[src/rtl/p2s_tx.sv]
// Parallel-to-serial transmitter: 1-entry hold register, LSB-first shift, framed by tx_en
// with GAP idle cycles between words. Define P2S_PARITY_EN to append an even-parity bit.
module p2s_tx #(
  parameter int BIT = 10,
  parameter int GAP = 1
) (
  input  logic           clk,
  input  logic           rst,
  input  logic [BIT-1:0] din,
  input  logic           din_valid,
  output logic           din_ready,
  output logic           dext,
  output logic           tx_en,
  output logic           tx_busy,
  output logic           p2s_done
);

`ifdef P2S_PARITY_EN
  localparam int NB = BIT + 1;
`else
  localparam int NB = BIT;
`endif
  localparam int CW = $clog2(BIT + 2);
  localparam int GW = (GAP > 1) ? $clog2(GAP) : 1;
  localparam logic [CW-1:0] CLAST = CW'(NB - 1);
  localparam logic [GW-1:0] GLAST = GW'(GAP - 1);

  typedef enum logic [1:0] {S_IDLE, S_SHIFT, S_GAP} state_t;

  state_t          state;
  logic [CW-1:0]   cnt;
  logic [GW-1:0]   gcnt;
  logic [BIT-1:0]  hold;
  logic [NB-1:0]   shreg;
  logic            load;

  function automatic logic [NB-1:0] frame(input logic [BIT-1:0] w);
`ifdef P2S_PARITY_EN
    return {^w, w};
`else
    return w;
`endif
  endfunction

  // hold is full exactly when din_ready is low
  assign load = !din_ready &&
                (state == S_IDLE || (state == S_GAP && gcnt == GLAST));

  always_ff @(posedge clk or posedge rst) begin
    if (rst) begin
      state     <= S_IDLE;
      cnt       <= '0;
      gcnt      <= '0;
      hold      <= '0;
      shreg     <= '0;
      din_ready <= 1'b1;
      dext      <= 1'b0;
      tx_en     <= 1'b0;
      tx_busy   <= 1'b0;
      p2s_done  <= 1'b0;
    end else begin
      p2s_done <= 1'b0;
      if (din_valid && din_ready) begin
        hold      <= din;
        din_ready <= 1'b0;
      end
      if (load) begin
        state     <= S_SHIFT;
        shreg     <= frame(hold);
        dext      <= hold[0];
        tx_en     <= 1'b1;
        tx_busy   <= 1'b1;
        cnt       <= '0;
        din_ready <= 1'b1;
      end else begin
        case (state)
          S_SHIFT: begin
            if (cnt == CLAST) begin
              state    <= S_GAP;
              tx_en    <= 1'b0;
              dext     <= 1'b0;
              p2s_done <= 1'b1;
              cnt      <= '0;
              gcnt     <= '0;
            end else begin
              cnt   <= cnt + 1'b1;
              shreg <= shreg >> 1;
              dext  <= shreg[1];
            end
          end
          S_GAP: begin
            if (gcnt == GLAST) begin
              state   <= S_IDLE;
              tx_busy <= 1'b0;
            end else begin
              gcnt <= gcnt + 1'b1;
            end
          end
          default: ;
        endcase
      end
    end
  end

endmodule
[config.mk]
export PLATFORM = sky130hd
export DESIGN_NAME = p2s_tx
export DESIGN_NICKNAME = d
export VERILOG_FILES = /design/src/rtl/p2s_tx.sv
export SDC_FILE = /design/constraint.sdc
export NUM_CORES = 1
export LEC_CHECK = 0
export CAP_MARGIN = 20
export CORE_UTILIZATION = 34
export DETAILED_ROUTE_END_ITERATION = 7
export DONT_BUFFER_PORTS = 1
export PLACE_DENSITY_LB_ADDON = 0.1
export RECOVER_POWER = 50
export SLEW_MARGIN = 5
export SYNTH_ARGS = -nofsm -noshare
export SYNTH_HDL_FRONTEND = slang
export SYNTH_SLANG_ARGS = --single-unit
[constraint.sdc]
create_clock -name clk -period 1.5 [get_ports clk]
set_clock_uncertainty 0.1 [all_clocks]
set_input_delay 0.3 -clock clk [delete_from_list [all_inputs] [get_ports clk]]
set_output_delay 0.3 -clock clk [all_outputs]
set_load 0.1 [all_outputs]
# --- After elaboration in Yosys (flattened, before gate mapping) ---
# Index checks and enable logic that the tools add are counted.
word_totals:
  ff_bits: 32
  input_bits: 13
  output_inout_bits: 5
  wordCells: 65
op_classes:
  addsub: 2
  eq_ne: 8
  mux: 26
  n_bitwise: 2
  n_reduce_logical: 17
op_table:
  columns: ["operator", "count"]
  rows:
  - ["$mux 10", 3]
  - ["$mux 1", 15]
  - ["$mux 4", 3]
  - ["$reduce_bool 2->1", 5]
  - ["$mux 2", 3]
  - ["$ne 3x3->1 const B", 2]
  - ["$reduce_and 2->1", 3]
  - ["$reduce_and 3->1", 2]
  - ["$add 4x1->4 const B", 1]
  - ["$eq 4x4->1 const B", 1]
  - ["$ne 2x2->1 const B", 2]
  - ["$pmux 2 s2", 1]
  - ["$logic_and 1x1->1", 3]
  - ["$reduce_bool 3->1", 1]
  - ["$eq 2x1->1 const B", 1]
  - ["$eq 2x2->1 const B", 1]
  - ["$logic_not 2->1", 1]
  - ["$ne 2x1->1 const B", 1]
  - ["$not 1->1", 2]
  - ["$pmux 1 s2", 1]
  - ["$add 1x1->1 const B", 1]
  - ["$logic_not 1->1", 1]
  - ["$logic_or 1x1->1", 1]

# --- Logic depth before layout (Yosys ltp) ---
# Gate-level depths: netlist of run 1.
depth:
  ltp_word: 6
  depth_mapped: 5

# --- Worst setup path after synthesis of run 1 ---
# No wires, ideal clock.
synth_path:
  path_kind: "register -> register"
  from: "register din_ready"
  to: "register shreg[1]"
  setup_time_ps: 125
  arrival_time_ps: 1666
  required_ps: 1275
  path_slack_ps: -390
  stages_incl_launch_ff: 4
  synth_period_minus_slack_ps: 1890
  cell_sequence: "dfstp_2 > nor2_2 > a21oi_4 > mux2_2"
synth_between:
  elab_chain_cells: 4
  word_cells_on_any_way: 6
  cone_classes: "eq/ne (1); mux (1); reduce/logical (4)"
synth_lines:
  columns: ["element", "line", "text"]
  rows:
  - ["from (decl)", "11", "output logic din_ready,"]
  - ["from (signal assigned)", "56", "din_ready <= 1'b1;"]
  - ["from (signal assigned)", "65", "din_ready <= 1'b0;"]
  - ["from (signal assigned)", "74", "din_ready <= 1'b1;"]
  - ["$logic_not 1->1 *", "46", "assign load = !din_ready &&"]
  - ["$logic_and 1x1->1 *", "46", null]
  - ["$ne 2x2->1 (no source line) or $reduce_bool 2->1 (tied branches)", null, null]
  - ["$reduce_and 2->1 (no source line)", null, null]
  - ["to (signal assigned)", "69", "shreg <= frame(hold);"]
  - ["to (signal assigned)", "87", "shreg <= shreg >> 1;"]
  - ["to (decl)", "34", "logic [NB-1:0] shreg;"]
# Mark *: on every way between the ends. The rest lies on a longest branch, timed or not.
# A chain may end at the register's enable or synchronous reset.

# --- Worst setup path after layout of run 1 ---
layout_path:
  from: "register din_ready"
  to: "output port din_ready"
# No word-level cell between the ends.

==> Flow_metrics.wiki, run 1 <==
{| class="wikitable"
! Metric !! Value
|-
| Launching element type of the critical path || register
|-
| Clk_lat worst skew || 0.27 ns
|-
| Initial DRC Count || 41
|-
| Via density per instance || 5.006
|-
| Warning count from the yosys run || 0
|-
| PnR Total Power || around 3.9 mW
|-
| Flop pwr share || 0.354
|-
| Final critical path time including I/O delays and setup || 1.606 ns
|-
| Worst path cell trace || buf_8 -> buf_12
|-
| Combinational share of power || 0.484
|-
| Status || complete, but fails checks
|-
| Final Hold Fails || 0
|-
| Number of pins with negative max-slew slack in the final report || 0
|-
| H-tree lvl count || 2
|-
| Std-Cell Core Area || 3744 sq um
|-
| Net switching power figure || about 1.4 mW
|-
| WP buf/inv || 2
|-
| Gate Count Post-Synth || 105
|-
| Clk Tree Root Cell || sky130_fd_sc_hd__clkbuf_8
|-
| Antenna-violating nets left || 0
|-
| Power density relative to cell area || around 2200 nW/um^2
|-
| Violations in the final reports || negative setup slack
|-
| Final non-filler cell area || 1772 sq um
|-
| Area grow syn2layout || 30.51%
|-
| Boundary Pins || 18
|-
| Maximum number of pins on one net before global-route repair || 22
|-
| Detailed Route WL || 2569 microns
|-
| Overall fraction of global-route tracks in use || 0.1373
|-
| Endpoint with the worst hold slack || hold[8]$_DFFE_PP0P_
|-
| Max-Slew Margin vs Limit || 0.7238
|-
| Number of antenna diodes || 0
|-
| DRC errors left || 0
|-
| Crit path max-delay family || flip-flops
|-
| Area of the mapped netlist || 1358 sq um
|-
| Share of post-route cells with drive strength above 1 || 0.5039
|-
| Max Fclk || roughly 620 MHz
|-
| Post-layout worst setup margin || -0.1058 ns
|-
| Bufs on Longest Clock Path || 2
|-
| End of the worst register-to-register path || hold[4]$_DFFE_PP0P_
|-
| Worst reg2reg setup slack || -0.06 ns
|-
| Initial Utilization || 0.3626
|-
| Final period utilization || 1.071
|-
| Mean cell area of the mapped netlist || 12.93 sq um
|-
| Share of the core filled with cells || 0.4733
|-
| Number of standard-cell rows in the floorplan || 22
|-
| Estimated wirelength of the detail-placed design || 1718 microns
|-
| Setup CP Type || register to output pin
|-
| Transition at the pin with the smallest max-transition slack || between 0.4 and 0.5 ns
|-
| Maximum VDD drop || 0.6965 mV
|-
| Launch instance of the worst register-to-register path || din_ready$_DFFE_PP1P_
|-
| Final weighted congestion in routability-driven placement || 0.7438
|-
| Critical path data arrival time || about 1.2 ns
|-
| Total clock sinks || 30
|-
| Distinct cell type count of the synthesized netlist || 28
|-
| Pre-CTS WS || -0.1257 ns
|-
| Height of the chip || 65.19 microns
|-
| Switching share of total power || 0.3661
|-
| Die span in x || 65.19 microns
|-
| Proportion of synthesized chip area in sequential cells || 0.5539
|-
| Hold Crit Depth || 1
|-
| # port buffers || 0
|-
| Number of vias in the routed layout || around 890
|-
| Overflow left after global routing || 0
|-
| Reg2reg path depth || 4
|-
| First-pass iteration count of the detailed router || 4
|-
| Full die area || 4250 sq um
|-
| Path class of the lowest-slack min-delay path || primary input to register
|-
| Number of synthesized register bits || 30
|-
| Crit end category || output pin
|-
| Power share of the clock group || 0.162
|-
| Instance area at placement || 1568 sq um
|-
| Clock buffer count from CTS || 5
|-
| Delay of the slowest cell on the worst path || about 0.66 ns
|-
| CTS clk-pin slew, worst paths || 0.06 ns
|-
| Global-route wire length before repair || between 4000 and 5000 microns
|-
| Number of antenna violations at the first check in global routing || 0
|-
| Detail-routed net length per standard cell || 14.51 microns
|-
| Critical-path cell with the highest stage delay || sky130_fd_sc_hd__dfstp_4
|-
| Syn nets || 120
|-
| CTS tree || done
|-
| Final-stage net count || around 150
|-
| Required time of the critical path || 1.10 ns
|-
| Int Pwr || 2.473 mW
|-
| Setup repair after global routing missed its margin || yes
|-
| Leakage component of the power || 0.8236 nW
|-
| Maximum fanout count along the critical path || 3
|-
| Startpoint of the lowest-slack hold path || din[8]
|-
| Total Negative Setup Slacks || -1.088 ns
|-
| Number of endpoints failing setup at the final stage || 20
|-
| Max-capacitance violation count || 0
|-
| Via count of the first global-routing pass || 930
|}
[timing repair]
| action | in CTS | in global routing |
|---|---|---|
| gates cloned | 1 | 0 |
| setup endpoints to repair | 11 | 22 |
| pin swaps | 1 | 2 |
| hold buffers | 1 | 0 |
| setup buffers | 1 | 1 |
| endpoints found under the hold margin | 8 | 0 |
| gates resized for setup | 20 | 5 |
[layer usage]
metal	vias to the layer above	GRT usage	routed length, microns
li1	420	-	-
met1	454	0.1650	1181
met2	10	0.2229	1284
met3	2	0.04167	86
met4	0	0.06522	17
met5	-	0	0
[synthesized netlist by cell type (all sizes together)]
cell type	number	area, sq um
mux2	27	304.0
nor2	4	17.52
nand3	3	15.01
a21boi	1	7.510
a211o	1	8.760
nor3	1	5.000
inv	5	18.76
a221oi	1	8.760
nor2b	2	15.02
buf	4	26.27
nand2b	1	6.260
a21oi	9	56.31
nand2	5	18.77
o21ai	3	15.01
o211ai	1	7.510
ha	2	25.02
a211oi	1	7.510
nand3b	1	20.02
a31oi	1	6.260
or4	1	7.510
dfstp	1	26.28
dfrtp	29	725.7
a22o	1	8.760
[worst max path at each step]
stage,endpoint,startpoint,depth (start not counted)
after floorplan,shreg[1]$_DFFE_PP0P_,din_ready$_DFFE_PP1P_,3
after global placement,shreg[6]$_DFFE_PP0P_,state[0]$_DFFE_PP0P_,3
after detailed placement,shreg[6]$_DFFE_PP0P_,state[0]$_DFFE_PP0P_,3
after CTS,din_ready,din_ready$_DFFE_PP1P_,2
after global routing,din_ready,din_ready$_DFFE_PP1P_,2
final,din_ready,din_ready$_DFFE_PP1P_,2
[metrics by stage]
step                      instances  hold slack, ns
after floorplan                 105          0.2901
after global placement          167          0.1325
after detailed placement        167          0.1314
after CTS                       176         0.06435
after global routing            177         0.06080
final                           177         0.07197
[flip-flops by register name, summed over array words and instances (netlist names)]
register,count
hold,10
dext,1
tx_busy,1
shreg,9
tx_en,1
din_ready,1
state,2
p2s_done,1
cnt,4
[power by group through the flow]
stage / clock network, mW / logic [mW] / registers, mW
detailed placement: 0 / 1.65 / 1.36
global placement: 0 / 1.62 / 1.35
CTS: 0.648 / 1.87 / 1.38
global route: 0.692 / 2.03 / 1.43
finish: 0.632 / 1.89 / 1.38
floorplan: 0 / 0.877 / 1.66
[cells in the final DEF (no fill, tap or decap), drive strengths merged]
cell type	instances
or4	1
nor3	1
dfstp	1
a221oi	1
nand2	5
mux2	27
a211oi	1
clkbuf	7
nand2b	1
a21boi	1
o211ai	1
nor2b	2
inv	5
nand3b	1
dlygate4sd3	1
a21oi	9
o21ai	3
a211o	1
a31oi	1
buf	19
nor2	5
dfrtp	29
ha	2
a22o	1
nand3	3
[worst register-to-register path, cell delays in order (launching register included)]
cell and delay (ns):
sky130_fd_sc_hd__dfstp_4 0.66, sky130_fd_sc_hd__buf_8 0.11, sky130_fd_sc_hd__buf_4 0.19, sky130_fd_sc_hd__nand2_8 0.10, sky130_fd_sc_hd__mux2_2 0.28
[logic make-up after synthesis]
group / share of synthesized area
compound gates: 0.09310
fa+ha+maj: 0.01843
buf+inv: 0.03317
flops: 0.5539
mux: 0.2240
simple gates: 0.07743
[cell type report]
type,instances,area (sq um)
fillers,383,1972
flip-flops and latches,30,757.0
multi-input cells,67,656.9
repair buffers,21,196.4
clock buffers,6,82.58
well taps,48,60.06
inverters,5,18.77
(Power assumes the default switching activity.)
==> run 2, diff against run 1 <==
--- a/config.mk
+++ b/config.mk
@@ -11,6 +11,7 @@
 export DONT_BUFFER_PORTS = 1
 export PLACE_DENSITY_LB_ADDON = 0.1
 export RECOVER_POWER = 50
+export SKIP_LAST_GASP = 1
 export SLEW_MARGIN = 5
 export SYNTH_ARGS = -nofsm -noshare
 export SYNTH_HDL_FRONTEND = slang
==> Flow_metrics.wiki, run 2 (synthesized netlist as in run 1, its figures left out) <==
{| class="wikitable"
! Metric !! Value
|-
| Delay of the slowest cell on the worst path || 0.66 ns (about the same)
|-
| Detailed Route WL || 2464 microns (was 2569 microns)
|-
| Most common cell after layout, fill and taps aside || sky130_fd_sc_hd__dfrtp_1 (unchanged)
|-
| Maximum VDD drop || 0.6691 mV (was 0.6965 mV)
|-
| Antenna-violating nets left || 0 (unchanged)
|-
| CTS tree || done (unchanged)
|-
| Number of vias in the routed layout || 878 (was 886)
|-
| Launch instance of the worst register-to-register path || din_ready$_DFFE_PP1P_ (unchanged)
|-
| Violations in the final reports || negative setup slack (unchanged)
|-
| Maximum number of pins on one net before global-route repair || 22 (unchanged)
|-
| H-tree lvl count || 2 (unchanged)
|-
| Setup repair after global routing missed its margin || yes (unchanged)
|-
| Number of antenna violations at the first check in global routing || 0 (unchanged)
|-
| Registers with the highest flip-flop counts || hold x10, shreg x9, cnt x4 (unchanged)
|-
| Via density per instance || 4.989 (was 5.006)
|-
| Required time of the critical path || 1.10 ns (about the same)
|-
| Startpoint of the lowest-slack hold path || din[8] (unchanged)
|-
| Final non-filler cell area || 1720 sq um (was 1772 sq um)
|-
| Max-Slew Margin vs Limit || 0.7292 (was 0.7238)
|-
| Overflow left after global routing || 0 (unchanged)
|-
| Area grow syn2layout || 26.73% (was 30.51%)
|-
| # port buffers || 0 (unchanged)
|-
| Power density relative to cell area || 2181 nW/um^2 (was 2202 nW/um^2)
|-
| Total clock sinks || 30 (unchanged)
|-
| Height of the chip || 65.19 microns (unchanged)
|-
| Worst reg2reg setup slack || -0.06 ns (about the same)
|-
| Number of flip-flops under the largest register name || 10 (unchanged)
|-
| Clock buffer count from CTS || 5 (unchanged)
|-
| Pre-CTS WS || -0.1257 ns (unchanged)
|-
| Number of pins with negative max-slew slack in the final report || 0 (unchanged)
|-
| Final period utilization || 1.068 (was 1.071)
|-
| PnR Total Power || 3.752 mW (was 3.901 mW)
|-
| Instance area at placement || 1568 sq um (unchanged)
|-
| Critical path data arrival time || 1.20 ns (was 1.21 ns)
|-
| Critical-path cell with the highest stage delay || sky130_fd_sc_hd__dfstp_4 (unchanged)
|-
| Clk_lat worst skew || 0.27 ns (about the same)
|-
| Transition at the pin with the smallest max-transition slack || 0.4058 ns (was 0.4139 ns)
|-
| Overall fraction of global-route tracks in use || 0.1354 (was 0.1373)
|-
| Final weighted congestion in routability-driven placement || 0.7438 (unchanged)
|-
| Final-stage net count || 144 (was 145)
|-
| Initial DRC Count || 40 (was 41)
|-
| Post-route non-filler standard cell count || 176 (was 177)
|-
| Boundary Pins || 18 (unchanged)
|-
| Post-layout worst setup margin || -0.1027 ns (was -0.1058 ns)
|-
| Final critical path time including I/O delays and setup || 1.603 ns (was 1.606 ns)
|-
| Share of post-route cells with drive strength above 1 || 0.5000 (was 0.5039)
|-
| Status || complete, but fails checks (unchanged)
|-
| Launching element type of the critical path || register (unchanged)
|-
| Die span in x || 65.19 microns (unchanged)
|-
| Worst path cell trace || buf_8 -> buf_12 (unchanged)
|-
| WP buf/inv || 2 (unchanged)
|-
| Register with the most flip-flops || hold (unchanged)
|-
| Commonest non-fill, non-tap cells in the layout || sky130_fd_sc_hd__dfrtp_1, sky130_fd_sc_hd__mux2_2, sky130_fd_sc_hd__buf_4 (unchanged)
|-
| Number of endpoints failing setup at the final stage || 20 (unchanged)
|-
| Full die area || 4250 sq um (unchanged)
|-
| Leakage component of the power || 0.7949 nW (was 0.8236 nW)
|-
| Maximum fanout count along the critical path || 3 (unchanged)
|-
| Initial Utilization || 0.3626 (unchanged)
|-
| Total Negative Setup Slacks || -1.064 ns (was -1.088 ns)
|-
| CTS clk-pin slew, worst paths || 0.06 ns (about the same)
|-
| Number of standard-cell rows in the floorplan || 22 (unchanged)
|-
| Crit path max-delay family || flip-flops (unchanged)
|-
| DRC errors left || 0 (unchanged)
|-
| Setup CP Type || register to output pin (unchanged)
|-
| Max Fclk || 624.0 MHz (was 622.7 MHz)
|-
| Detail-routed net length per standard cell || 14.00 microns (was 14.51 microns)
|-
| Via count of the first global-routing pass || 924 (was 930)
|-
| Total placed cells including tap cells || 167 (unchanged)
|-
| Launching element of the worst setup path || din_ready$_DFFE_PP1P_ (unchanged)
|-
| Path class of the lowest-slack min-delay path || primary input to register (unchanged)
|-
| First-pass iteration count of the detailed router || 4 (unchanged)
|-
| Estimated wirelength of the detail-placed design || 1718 microns (unchanged)
|-
| Global-route wire length before repair || 4229 microns (was 4298 microns)
|-
| Final Hold Fails || 0 (unchanged)
|-
| Bufs on Longest Clock Path || 2 (unchanged)
|-
| Number of antenna diodes || 0 (unchanged)
|-
| Std-Cell Core Area || 3744 sq um (unchanged)
|-
| Clk Tree Root Cell || sky130_fd_sc_hd__clkbuf_8 (unchanged)
|-
| Max-capacitance violation count || 0 (unchanged)
|-
| Crit end category || output pin (unchanged)
|}
run 2: cell count changes in the layout (fill, tap and decap cells not counted), sizes merged:
cell  before  now
buf       19   18
run 2: path summary, 6_finish.rpt:
| path | end | depth (start not counted) |
|---|---|---|
| max reg2reg | hold[4]$_DFFE_PP0P_ | 4 |
| min reg2reg | shreg[9]$_DFFE_PP0P_ | 1 |
| min | hold[8]$_DFFE_PP0P_ | 1 |
| max in group asynchronous | hold[9]$_DFFE_PP0P_ | 3 |
| min in group asynchronous | state[1]$_DFFE_PP0P_ | 2 |
| max | din_ready | 2 |
run 2: worst register-to-register path, delay by kind of cell, from the launching register on:
| kind | cells | cell delay (ns) |
|---|---|---|
| buf+inv | 2 | 0.29 |
| flops | 1 | 0.66 |
| mux | 1 | 0.28 |
| simple gates | 1 | 0.10 |
run 2: metrics by stage:
step           hold WS, ns  utilization
6_report           0.07426       0.4596
5_1_grt            0.06080       0.4596
4_1_cts            0.06447       0.4572
3_5_place_dp        0.1314       0.4188
3_3_place_gp        0.1325       0.4188
2_1_floorplan       0.2901            -
run 2: cell type report:
class	instances	area, sq um
clock buffer	6	82.58
fill	380	2023
inverter	5	18.77
multi-input combinational	67	616.8
sequential	30	757.0
tap	48	60.06
timing repair buffer	20	185.2
run 2: layer usage:
metal / track usage / vias up / share of wire
met2: 0.2216 / 14 / 0.51
met4: 0.06522 / 0 / 0.0069
met1: 0.1606 / 443 / 0.44
met5: 0 / - / 0
li1: - / 419 / -
met3: 0.04167 / 2 / 0.038
run 2: repair_timing:
item | CTS | global route
resized for setup | 8 | 4
pin swaps | 1 | 0
hold buffers | 1 | 0
gates cloned | 1 | 0
endpoints found under the setup margin | 11 | 23
setup buffers | 1 | 0
endpoints found under the hold margin | 8 | 0
run 2: report_power, final:
group / internal (mW) / leakage (nW) / switching (mW) / total, mW
Sequential: 1.16 / 0.370 / 0.200 / 1.36
Combinational: 0.859 / 0.382 / 0.900 / 1.76
Clock: 0.353 / 0.0431 / 0.277 / 0.630
Total: 2.38 / 0.795 / 1.38 / 3.75
